### src/rtl/hadamard_stream_feeder_if.sv
// Valid/ready stream bundle carrying 4-lane complex samples, twiddles and a frame-last flag.
interface hadamard_stream_feeder_if #(
  parameter int unsigned formatWidth = 9
);
  localparam int unsigned LW = 4 * formatWidth;

  logic          valid;
  logic          ready;
  logic          last;
  logic [LW-1:0] data_real;
  logic [LW-1:0] data_imag;
  logic [LW-1:0] tw_real;
  logic [LW-1:0] tw_imag;

  modport master (
    output valid, last, data_real, data_imag, tw_real, tw_imag,
    input  ready
  );

  modport slave (
    input  valid, last, data_real, data_imag, tw_real, tw_imag,
    output ready
  );
endinterface

### src/rtl/hadamard_stream_feeder.sv
// Stream feeder for the 4-lane complex Hadamard/twiddle engine: drives the free-running
// pipeline, recovers results by a tag delay line and buffers them in a credit-protected FIFO.
module hadamard_stream_feeder #(
  parameter int unsigned formatWidth = 9,
  parameter int unsigned PIPE_LAT    = 5,
  parameter int unsigned FIFO_DEPTH  = 8,
  parameter int unsigned CNT_W       = 16
) (
  input  logic                     clk,
  input  logic                     rst,
  hadamard_stream_feeder_if.slave  s,
  output logic [4*formatWidth-1:0] eng_in_real,
  output logic [4*formatWidth-1:0] eng_in_imag,
  output logic [4*formatWidth-1:0] eng_tw_real,
  output logic [4*formatWidth-1:0] eng_tw_imag,
  output logic                     eng_start,
  input  logic [4*formatWidth-1:0] eng_out_real,
  input  logic [4*formatWidth-1:0] eng_out_imag,
  hadamard_stream_feeder_if.master m,
  output logic                     busy,
  output logic [CNT_W-1:0]         frame_cnt
);
  localparam int unsigned LW = 4 * formatWidth;
  localparam int unsigned AW = $clog2(FIFO_DEPTH);
  localparam int unsigned CW = $clog2(FIFO_DEPTH + 1);

  typedef enum logic [1:0] {IDLE, RUN, DRAIN} state_e;

  state_e            state_q, state_d;
  logic [LW-1:0]     in_real_q, in_imag_q, tw_real_q, tw_imag_q;
  logic              start_q;
  logic [PIPE_LAT:0] tag_v_q, tag_l_q;
  logic [LW-1:0]     mem_real_q [FIFO_DEPTH];
  logic [LW-1:0]     mem_imag_q [FIFO_DEPTH];
  logic              mem_last_q [FIFO_DEPTH];
  logic [AW-1:0]     wr_ptr_q, rd_ptr_q;
  logic [CW-1:0]     count_q, inflight;
  logic [CNT_W-1:0]  frame_cnt_q;

  logic s_ready, m_valid, acc, pop, push, head_last, credit_ok, frame_done;

  // Every set tag bit is a beat that will land in the FIFO, so it holds a slot already.
  always_comb begin
    inflight = '0;
    for (int unsigned i = 0; i <= PIPE_LAT; i++) inflight = inflight + CW'(tag_v_q[i]);
  end

  assign credit_ok = ({1'b0, inflight} + {1'b0, count_q}) < (CW + 1)'(FIFO_DEPTH);
  assign m_valid   = (count_q != '0);
  assign head_last = mem_last_q[rd_ptr_q];
  assign acc       = s.valid & s_ready;
  assign pop       = m_valid & m.ready;
  assign push      = tag_v_q[PIPE_LAT];

  always_ff @(posedge clk or negedge rst) begin
    if (!rst) state_q <= IDLE;
    else      state_q <= state_d;
  end

  always_comb begin
    state_d = state_q;
    unique case (state_q)
      IDLE:    if (acc) state_d = s.last ? DRAIN : RUN;
      RUN:     if (acc && s.last) state_d = DRAIN;
      DRAIN:   if (pop && head_last) state_d = IDLE;
      default: state_d = IDLE;
    endcase
  end

  always_comb begin
    s_ready    = (state_q != DRAIN) && credit_ok;
    busy       = (state_q != IDLE);
    frame_done = (state_q == DRAIN) && pop && head_last;
  end

  always_ff @(posedge clk or negedge rst) begin
    if (!rst) begin
      in_real_q <= '0;
      in_imag_q <= '0;
      tw_real_q <= '0;
      tw_imag_q <= '0;
      start_q   <= 1'b0;
      tag_v_q   <= '0;
      tag_l_q   <= '0;
    end else begin
      start_q <= acc;
      if (acc) begin
        in_real_q <= s.data_real;
        in_imag_q <= s.data_imag;
        tw_real_q <= s.tw_real;
        tw_imag_q <= s.tw_imag;
      end
      tag_v_q <= {tag_v_q[PIPE_LAT-1:0], acc};
      tag_l_q <= {tag_l_q[PIPE_LAT-1:0], s.last};
    end
  end

  always_ff @(posedge clk or negedge rst) begin
    if (!rst) begin
      for (int unsigned i = 0; i < FIFO_DEPTH; i++) begin
        mem_real_q[i] <= '0;
        mem_imag_q[i] <= '0;
        mem_last_q[i] <= 1'b0;
      end
      wr_ptr_q    <= '0;
      rd_ptr_q    <= '0;
      count_q     <= '0;
      frame_cnt_q <= '0;
    end else begin
      if (push) begin
        mem_real_q[wr_ptr_q] <= eng_out_real;
        mem_imag_q[wr_ptr_q] <= eng_out_imag;
        mem_last_q[wr_ptr_q] <= tag_l_q[PIPE_LAT];
        wr_ptr_q             <= wr_ptr_q + AW'(1);
      end
      if (pop) rd_ptr_q <= rd_ptr_q + AW'(1);
      unique case ({push, pop})
        2'b10:   count_q <= count_q + CW'(1);
        2'b01:   count_q <= count_q - CW'(1);
        default: count_q <= count_q;
      endcase
      if (frame_done) frame_cnt_q <= frame_cnt_q + CNT_W'(1);
    end
  end

  assert property (@(posedge clk) disable iff (!rst) !(push && (count_q == CW'(FIFO_DEPTH))));

  assign s.ready     = s_ready;
  assign eng_in_real = in_real_q;
  assign eng_in_imag = in_imag_q;
  assign eng_tw_real = tw_real_q;
  assign eng_tw_imag = tw_imag_q;
  assign eng_start   = start_q;
  assign m.valid     = m_valid;
  assign m.data_real = mem_real_q[rd_ptr_q];
  assign m.data_imag = mem_imag_q[rd_ptr_q];
  assign m.last      = head_last;
  assign m.tw_real   = '0;
  assign m.tw_imag   = '0;
  assign frame_cnt   = frame_cnt_q;
endmodule
### src/flat_wrapper.sv
// flat-port wrapper written by rule: the top's interface ports become plain ports
module hadamard_stream_feeder_flat 
#(
  parameter int unsigned formatWidth = 9,
  parameter int unsigned PIPE_LAT    = 5,
  parameter int unsigned FIFO_DEPTH  = 8,
  parameter int unsigned CNT_W       = 16
)
  (clk, rst, eng_in_real, eng_in_imag, eng_tw_real, eng_tw_imag, eng_start, eng_out_real, eng_out_imag, busy, frame_cnt, s_valid, s_last, s_data_real, s_data_imag, s_tw_real, s_tw_imag, s_ready, m_valid, m_last, m_data_real, m_data_imag, m_tw_real, m_tw_imag, m_ready);
  hadamard_stream_feeder_if #(.formatWidth(formatWidth)) s_i ();
  hadamard_stream_feeder_if #(.formatWidth(formatWidth)) m_i ();
  input  logic clk;
  input  logic rst;
  output logic [4*formatWidth-1:0] eng_in_real;
  output logic [4*formatWidth-1:0] eng_in_imag;
  output logic [4*formatWidth-1:0] eng_tw_real;
  output logic [4*formatWidth-1:0] eng_tw_imag;
  output logic eng_start;
  input  logic [4*formatWidth-1:0] eng_out_real;
  input  logic [4*formatWidth-1:0] eng_out_imag;
  output logic busy;
  output logic [CNT_W-1:0] frame_cnt;
  input wire logic [$bits(s_i.valid)-1:0] s_valid;
  input wire logic [$bits(s_i.last)-1:0] s_last;
  input wire logic [$bits(s_i.data_real)-1:0] s_data_real;
  input wire logic [$bits(s_i.data_imag)-1:0] s_data_imag;
  input wire logic [$bits(s_i.tw_real)-1:0] s_tw_real;
  input wire logic [$bits(s_i.tw_imag)-1:0] s_tw_imag;
  output wire logic [$bits(s_i.ready)-1:0] s_ready;
  output wire logic [$bits(m_i.valid)-1:0] m_valid;
  output wire logic [$bits(m_i.last)-1:0] m_last;
  output wire logic [$bits(m_i.data_real)-1:0] m_data_real;
  output wire logic [$bits(m_i.data_imag)-1:0] m_data_imag;
  output wire logic [$bits(m_i.tw_real)-1:0] m_tw_real;
  output wire logic [$bits(m_i.tw_imag)-1:0] m_tw_imag;
  input wire logic [$bits(m_i.ready)-1:0] m_ready;
  assign s_i.valid = s_valid;
  assign s_i.last = s_last;
  assign s_i.data_real = s_data_real;
  assign s_i.data_imag = s_data_imag;
  assign s_i.tw_real = s_tw_real;
  assign s_i.tw_imag = s_tw_imag;
  assign s_ready = s_i.ready;
  assign m_valid = m_i.valid;
  assign m_last = m_i.last;
  assign m_data_real = m_i.data_real;
  assign m_data_imag = m_i.data_imag;
  assign m_tw_real = m_i.tw_real;
  assign m_tw_imag = m_i.tw_imag;
  assign m_i.ready = m_ready;
  hadamard_stream_feeder #(.formatWidth(formatWidth), .PIPE_LAT(PIPE_LAT), .FIFO_DEPTH(FIFO_DEPTH), .CNT_W(CNT_W)) u_core (.clk(clk), .rst(rst), .s(s_i), .eng_in_real(eng_in_real), .eng_in_imag(eng_in_imag), .eng_tw_real(eng_tw_real), .eng_tw_imag(eng_tw_imag), .eng_start(eng_start), .eng_out_real(eng_out_real), .eng_out_imag(eng_out_imag), .m(m_i), .busy(busy), .frame_cnt(frame_cnt));
endmodule
### config.mk
export PLATFORM = sky130hd
export DESIGN_NAME = hadamard_stream_feeder_flat
export DESIGN_NICKNAME = d
export VERILOG_FILES = /design/src/rtl/hadamard_stream_feeder_if.sv /design/src/rtl/hadamard_stream_feeder.sv /design/src/flat_wrapper.sv
export SDC_FILE = /design/constraint.sdc
export NUM_CORES = 1
export LEC_CHECK = 0
export ABC_AREA = 1
export CAP_MARGIN = 10
export CORE_UTILIZATION = 35
export CTS_BUF_LIST = sky130_fd_sc_hd__clkbuf_8 sky130_fd_sc_hd__clkbuf_16
export DETAILED_ROUTE_END_ITERATION = 8
export DONT_BUFFER_PORTS = 1
export PLACE_DENSITY_LB_ADDON = 0.25
export SYNTH_ARGS = -nofsm -noshare
export SYNTH_HDL_FRONTEND = slang
export SYNTH_SLANG_ARGS = --single-unit
export TNS_END_PERCENT = 30
### constraint.sdc
create_clock -name clk -period 3.2 [get_ports clk]
set_clock_uncertainty 0.05 [all_clocks]
set_input_delay 0.32 -clock clk [delete_from_list [all_inputs] [get_ports clk]]
set_output_delay 0.32 -clock clk [all_outputs]
set_load 0.01 [all_outputs]
==> results of run 1 <==
==> layout by cell type (no fill, tap or decap), types with 3 or more instances in the layout <==
| cell | count |
|---|---|
| o21ai_1 | 92 |
| nand2_2 | 92 |
| inv_2 | 4 |
| conb_1 | 72 |
| clkinv_2 | 15 |
| nand3_1 | 11 |
| o21ai_0 | 716 |
| clkinvlp_4 | 4 |
| clkbuf_8 | 20 |
| buf_12 | 35 |
| dfrtp_4 | 3 |
| clkbuf_16 | 104 |
| a21oi_1 | 72 |
| bufinv_16 | 10 |
| nand2_4 | 12 |
| o22ai_1 | 144 |
| diode_2 | 11 |
| buf_16 | 11 |
| buf_6 | 8 |
| nand2_1 | 1168 |
| dfrtp_1 | 765 |
| ha_1 | 9 |
| nor2_1 | 382 |
| dlygate4sd3_1 | 219 |
| xor2_1 | 8 |
| inv_1 | 126 |
| xnor2_1 | 10 |
| nand3_2 | 6 |
| fa_1 | 3 |
| buf_4 | 23 |
==> per-layer routing <==
layer	up-vias	global-route usage, %	routed length, µm
li1	13002	-	-
met5	-	0	0
met3	187	4.10	5920
met4	0	7.03	3110
met1	13114	26.8	44600
met2	822	33.8	48800
==> area by class of cell <==
class                      count  area [µm²]
fill                        9263       54100
sequential                   768       19200
multi-input combinational   2807       12700
timing repair buffer         307        3730
clock buffer                 115        2650
tap                         1265        1580
clock inverter                49         495
inverter                     118         473
antenna                       11        27.5
timing repair inverter         1        20.0
==> kinds of logic (layout without fill, tap and decap cells) <==
family / after synthesis / in the layout
flops: 768 / 768
simple gates: 1680 / 1680
other cells: 1 / 83
compound gates: 1024 / 1024
buf+inv: 464 / 590
xor+xnor: 18 / 18
fa+ha+maj: 13 / 13
==> synth_stat cells <==
cell,number,area (µm²)
o22ai_1,144,901
buf_4,88,661
nor3_2,1,10.0
nand3_2,4,40.0
dfrtp_1,768,19200
a21oi_1,72,360
ha_1,9,113
nand4_1,2,12.5
nor2_1,382,1430
nor3_1,1,5.00
nand3_1,15,75.1
buf_1,1,3.75
nand3b_1,1,7.51
clkbuf_1,156,586
xor2_1,8,70.1
nor2_2,1,6.26
inv_1,113,424
inv_4,1,6.26
conb_1,1,3.75
nor2_4,1,11.3
o21ai_0,716,3580
buf_2,75,375
nand2_2,1,6.26
fa_1,4,80.1
buf_6,26,293
o21ai_1,92,460
nand2_1,1271,4770
xnor2_1,10,87.6
inv_2,4,15.0
==> power by group through the flow <==
stage,sequential [W],combinational (W),clock (W)
floorplan,0.0168,0.0119,0
global placement,0.0178,0.0153,0
detailed placement,0.0178,0.0157,0
CTS,0.0177,0.0167,0.0111
global route,0.0184,0.0200,0.0115
finish,0.0179,0.0177,0.0108
==> critical path: cells and delay by family, from the launching register on <==
family / cells / cell delay (ns)
simple gates: 4 / 0.25
buf+inv: 4 / 0.30
fa+ha+maj: 5 / 1.85
flops: 1 / 0.38
==> how the worst min path moves through the flow <==
stage	from	endpoint	slack [ns]	depth (start not counted)
after global routing	rst	u_core.eng_in_real[27]$_DFFE_PN0P_	-0.67	0
after CTS	rst	u_core.eng_in_real[18]$_DFFE_PN0P_	-0.69	0
after floorplan	rst	u_core.count_q[0]$_DFFE_PN0P_	-0.03	0
final	rst	u_core.eng_in_real[27]$_DFFE_PN0P_	-0.63	0
after global placement	rst	u_core.eng_in_real[18]$_DFFE_PN0P_	0.03	0
after detailed placement	rst	u_core.eng_in_real[18]$_DFFE_PN0P_	0.02	0
==> metrics by stage <==
| step | util, % | setup WS (ns) | instances | area, µm² |
|---|---|---|---|---|
| 2_1_floorplan | - | -0.0734 | 4039 | 33900 |
| 3_3_place_gp | 36.2 | -0.137 | 5014 | 34400 |
| 3_5_place_dp | 36.2 | -0.204 | 5014 | 34400 |
| 4_1_cts | 42.2 | -0.672 | 5410 | 40100 |
| 5_1_grt | 43.0 | -0.752 | 5439 | 40900 |
| 6_report | 43.0 | -0.611 | 5441 | 40900 |
==> sequential cells by signal, indices dropped and copies added (netlist names) <==
name and cells:
u_core.eng_in_imag 36, u_core.mem_imag_q 288, u_core.wr_ptr_q 3, u_core.tag_v_q 6
u_core.frame_cnt 16, u_core.rd_ptr_q 3, u_core.tag_l_q 6, u_core.state_q 2
u_core.eng_tw_imag 36, u_core.mem_real_q 288, u_core.eng_in_real 36, u_core.eng_tw_real 36
u_core.count_q 4, u_core.mem_last_q 8
==> timing repair <==
action                                   CTS  global route
endpoints found under the setup margin   147           148
gates cloned                              10            12
gates resized for setup                   26           122
endpoints found under the hold margin   1492           768
setup buffers                              3             9
pin swaps                                  7             8
==> results.json, run 1 <==
{
  "crit_fanout": 2,
  "endpoint": "s_ready",
  "startpoint": "u_core.tag_v_q[0]$_DFF_PN0_",
  "synth_compound_area_share_pct": 15.8,
  "clock-sinks": 768,
  "cp-end-kind": "primary output",
  "internal_power_w": 0.0278,
  "grt_pass1_wl_um": 158000,
  "die_h_um": 312,
  "syn-cell-area_um2": 33600,
  "syn_inst": 3968,
  "pin_count": 530,
  "vias": 27125,
  "clkPwrFrac_pct": 23.2,
  "grt_start_max_net_pins": 769,
  "cts_made_buffers": 90,
  "total_power_w": 0.0464,
  "muxShareOfSynthArea_pct": 0,
  "fmax_mhz": 262,
  "via_per_inst": 4.99,
  "fin_crit_sh_pct": 119,
  "cp_data_required_time_ns": 2.83,
  "whs_ns": -0.628,
  "finalWeightedCongestion": 0.847,
  "htree_levels": 3,
  "place_hpwl_um": 55700,
  "worst-endpoint-arrival_ns": 3.44,
  "root_buffer": "clkbuf_16",
  "clk_path_buf_depth": 3,
  "max_stage_delay_ns": 0.51,
  "status": "finished, violations left",
  "switchingPower_w": 0.0186,
  "synth_seq_cells": 768,
  "worstMarginPinSlew_ns": 4.97,
  "grt_pass1_vias": 26585,
  "track_usage_pct": 20.5,
  "clock_latency_ns": 0.65,
  "synth_top_family_by_area": "simple AND/OR/NAND/NOR gates",
  "max-vdd-ir-drop_mv": 0.849,
  "crit_chain": "ha_1, inv_1, fa_1, fa_2, fa_1, inv_1, ha_1, nand3_2, nand2_2, nand2_2, buf_6, nand2_4, inv_4",
  "synthAdderAreaFrac_pct": 0.573,
  "criticalPathCategory": "reg2out",
  "rsz0062_at_grt": "true",
  "hold_viol": 264,
  "tns_ns": -74.71,
  "start_kind": "flip-flop",
  "r2r_setup_slack_ns": -0.53,
  "area_delta_synth_final_pct": 21.6,
  "num_rows": 113,
  "start_util_pct": 35.4,
  "hold_buffers": 219,
  "maxSlewHeadroom_pct": -231,
  "grt_overflow_total": 0,
  "ys.warnings.count": 0,
  "ff2ff_path_depth": 19,
  "drt_iter0_drc": 2277,
  "violations": "negative hold slack, max-slew violations, negative setup slack",
  "firstDrtPassIters": 6,
  "switching_share_pct": 40.0,
  "min-delay-path-class": "in2async",
  "die_w_um": 312,
  "leakagePower_nw": 19.5,
  "finalSetupViolations": 273,
  "ant_nets": 0,
  "clk_pin_slew_ns": 0.06,
  "fin_crit_ns": 3.81,
  "synth_xor_area_share_pct": 0.469,
  "cts_tree": "yes",
  "drv_slew": 732,
  "portBuffers": 0,
  "synth-simple-area-share_pct": 19.0,
  "powerDensity_nw_per_um2": 1130,
  "avgSynthCellArea_um2": 8.47,
  "totalWireLength_um": 102000,
  "ys_seq_area_share_pct": 57.2,
  "combPwrFrac_pct": 38.2,
  "pwr-share-seq_pct": 38.5,
  "drc_errors": 0,
  "cap_violations": 0,
  "final_layout_size_suffix_gt1_share_pct": 8.76,
  "nets": 4327,
  "core-area_um2": 95000,
  "yosysUniqueCellTypes": 29,
  "die_area_um2": 97300,
  "cp_slowest_cell": "fa_1",
  "grt_antenna_before_repair": 10,
  "wl_per_cell_um": 18.8,
  "setup_ws_ns": -0.611,
  "rr_endpoint": "u_core.eng_tw_real[34]$_DFFE_PN0P_",
  "r2r-start": "u_core.tag_v_q[0]$_DFF_PN0_"
}
Power figures use the tool's default switching activity.
==> inputs of run 2 (changes only) <==
- PLACE_DENSITY: default -> 0.56
- PLACE_DENSITY_LB_ADDON: 0.25 -> default
==> run 2 against run 1 <==
Effect of this change: the run ends with negative setup slack left; via count grew 1.7%; register-to-register slack is essentially flat; total power grew 0.18%; first-iteration DRC count shrank 3.5%; wire length grew 0.29%; critical path type unchanged; largest power group is now combinational logic.
==> results.json, run 2 (synthesis results as in run 1) <==
{
  "status": "finished, violations left",
  "violations": "negative setup slack",
  "switchingPower_w": 0.0189,
  "root_buffer": "clkbuf_16",
  "place_hpwl_um": 55300,
  "crit_fanout": 2,
  "grt_overflow_total": 0,
  "die_area_um2": 97300,
  "grt_use_met2_pct": 32.8,
  "ff2ff_path_depth": 19,
  "die_w_um": 312,
  "wl_per_cell_um": 18.8,
  "clk_path_buf_depth": 3,
  "cp_data_required_time_ns": 2.83,
  "r2r-start": "u_core.tag_v_q[0]$_DFF_PN0_",
  "min-delay-path-class": "in2async",
  "drv_slew": 0,
  "finalSetupViolations": 317,
  "whs_ns": 0.134,
  "core-area_um2": 95000,
  "cap_violations": 0,
  "die_h_um": 312,
  "layout_common_cells": "nand2_1 (1172), dfrtp_1 (765), o21ai_0 (716)",
  "grt_antenna_before_repair": 15,
  "drc_errors": 0,
  "worst-endpoint-arrival_ns": 3.40,
  "fin_crit_sh_pct": 118,
  "max-vdd-ir-drop_mv": 0.821,
  "pwr-share-seq_pct": 38.4,
  "rsz0062_at_grt": "true",
  "via_per_inst": 5.05,
  "vias": 27573,
  "setup_ws_ns": -0.570,
  "tns_ns": -84.82,
  "firstDrtPassIters": 6,
  "top_usage_layer": "met2",
  "cp-end-kind": "primary output",
  "pin_count": 530,
  "combPwrFrac_pct": 39.6,
  "r2r_setup_slack_ns": -0.52,
  "rr_endpoint": "u_core.eng_tw_imag[10]$_DFFE_PN0P_",
  "ant_nets": 0,
  "clk_pin_slew_ns": 0.06,
  "portBuffers": 0,
  "area_delta_synth_final_pct": 21.9,
  "use_met3_pct": 3.82,
  "clock-sinks": 768,
  "htree_levels": 3,
  "leakagePower_nw": 19.5,
  "criticalPathCategory": "reg2out",
  "final_layout_size_suffix_gt1_share_pct": 9.09,
  "grt_pass1_vias": 26820,
  "cts_made_buffers": 88,
  "largest_registers": "u_core.mem_imag_q (288), u_core.mem_real_q (288)",
  "nets": 4348,
  "switching_share_pct": 40.7,
  "hold_viol": 0,
  "cts_tree": "yes",
  "fin_crit_ns": 3.77,
  "grt_start_max_net_pins": 769,
  "start_util_pct": 35.4,
  "grt_pass1_wl_um": 158000,
  "drt_iter0_drc": 2198,
  "num_rows": 113,
  "powerDensity_nw_per_um2": 1130,
  "track_usage_pct": 20.4,
  "grt.met1_usage_pct": 27.2,
  "finalWeightedCongestion": 0.860,
  "cp_slowest_cell": "fa_1",
  "totalWireLength_um": 103000,
  "clkPwrFrac_pct": 22.0,
  "max_stage_delay_ns": 0.48,
  "crit_chain": "ha_1, inv_1, fa_1, fa_2, fa_1, inv_1, ha_1, nand3_1, nand2_1, nand2_2, buf_6, nand2_4, inv_4",
  "start_kind": "flip-flop",
  "maxSlewHeadroom_pct": 24.5,
  "pre_cts_ws_ns": -0.182,
  "clock_latency_ns": 0.66,
  "final_common_cell": "nand2_1",
  "final_core_util_pct": 43.1,
  "internal_power_w": 0.0275,
  "fmax_mhz": 265,
  "worstMarginPinSlew_ns": 1.13
}
run 2: routing by layer:
metal	share of wire, %	wire (µm)
met5	0.011	11
met4	3.6	3730
met3	6.0	6210
met2	47	48200
met1	43	44600
run 2: worst max-delay path by stage:
stage | startpoint | endpoint | slack [ns] | depth (start not counted)
final | u_core.tag_v_q[0]$_DFF_PN0_ | s_ready | -0.57 | 13
after global routing | u_core.tag_v_q[0]$_DFF_PN0_ | s_ready | -0.73 | 13
after CTS | u_core.tag_v_q[0]$_DFF_PN0_ | s_ready | -0.63 | 13
after detailed placement | u_core.tag_v_q[0]$_DFF_PN0_ | u_core.eng_in_imag[25]$_DFFE_PN0P_ | -0.18 | 16
after global placement | u_core.tag_v_q[1]$_DFF_PN0_ | u_core.eng_in_real[6]$_DFFE_PN0P_ | -0.15 | 15
after floorplan | u_core.tag_v_q[0]$_DFF_PN0_ | u_core.eng_tw_imag[0]$_DFFE_PN0P_ | -0.07 | 16
run 2: critical path, delay by kind of cell (launching register included):
family | cells | cell delay (ns)
fa+ha+maj | 5 | 1.80
flops | 1 | 0.38
simple gates | 4 | 0.28
buf+inv | 4 | 0.30
run 2: final cells by class:
type                       count  area, µm²
clock buffer                 110       2540
sequential                   768      19200
fill                        9339      54000
antenna                       15       37.5
clock inverter                48        395
tap                         1265       1580
inverter                     118        475
timing repair buffer         331       4050
multi-input combinational   2807      12700
run 2: through the flow:
step	total power, W	std cells	instance area [µm²]
floorplan	0.0287	4039	33900
global placement	0.0332	5022	34400
detailed placement	0.0335	5022	34400
CTS	0.0455	5425	40200
global route	0.0499	5461	41000
finish	0.0465	5462	41000
run 2: repair_timing:
action / CTS / global route
pin swaps: 5 / 14
setup buffers: 9 / 11
cloned: 17 / 9
endpoints found under the hold margin: 1492 / 193
endpoints found under the setup margin: 145 / 149
hold buffers: 219 / 1
gates resized for setup: 24 / 136
run 2: power groups by stage:
stage	registers [W]	logic, W	clock network, W
CTS	0.0177	0.0173	0.0105
detailed placement	0.0178	0.0158	0
global route	0.0184	0.0206	0.0109
floorplan	0.0168	0.0119	0
global placement	0.0178	0.0154	0
finish	0.0179	0.0184	0.0102
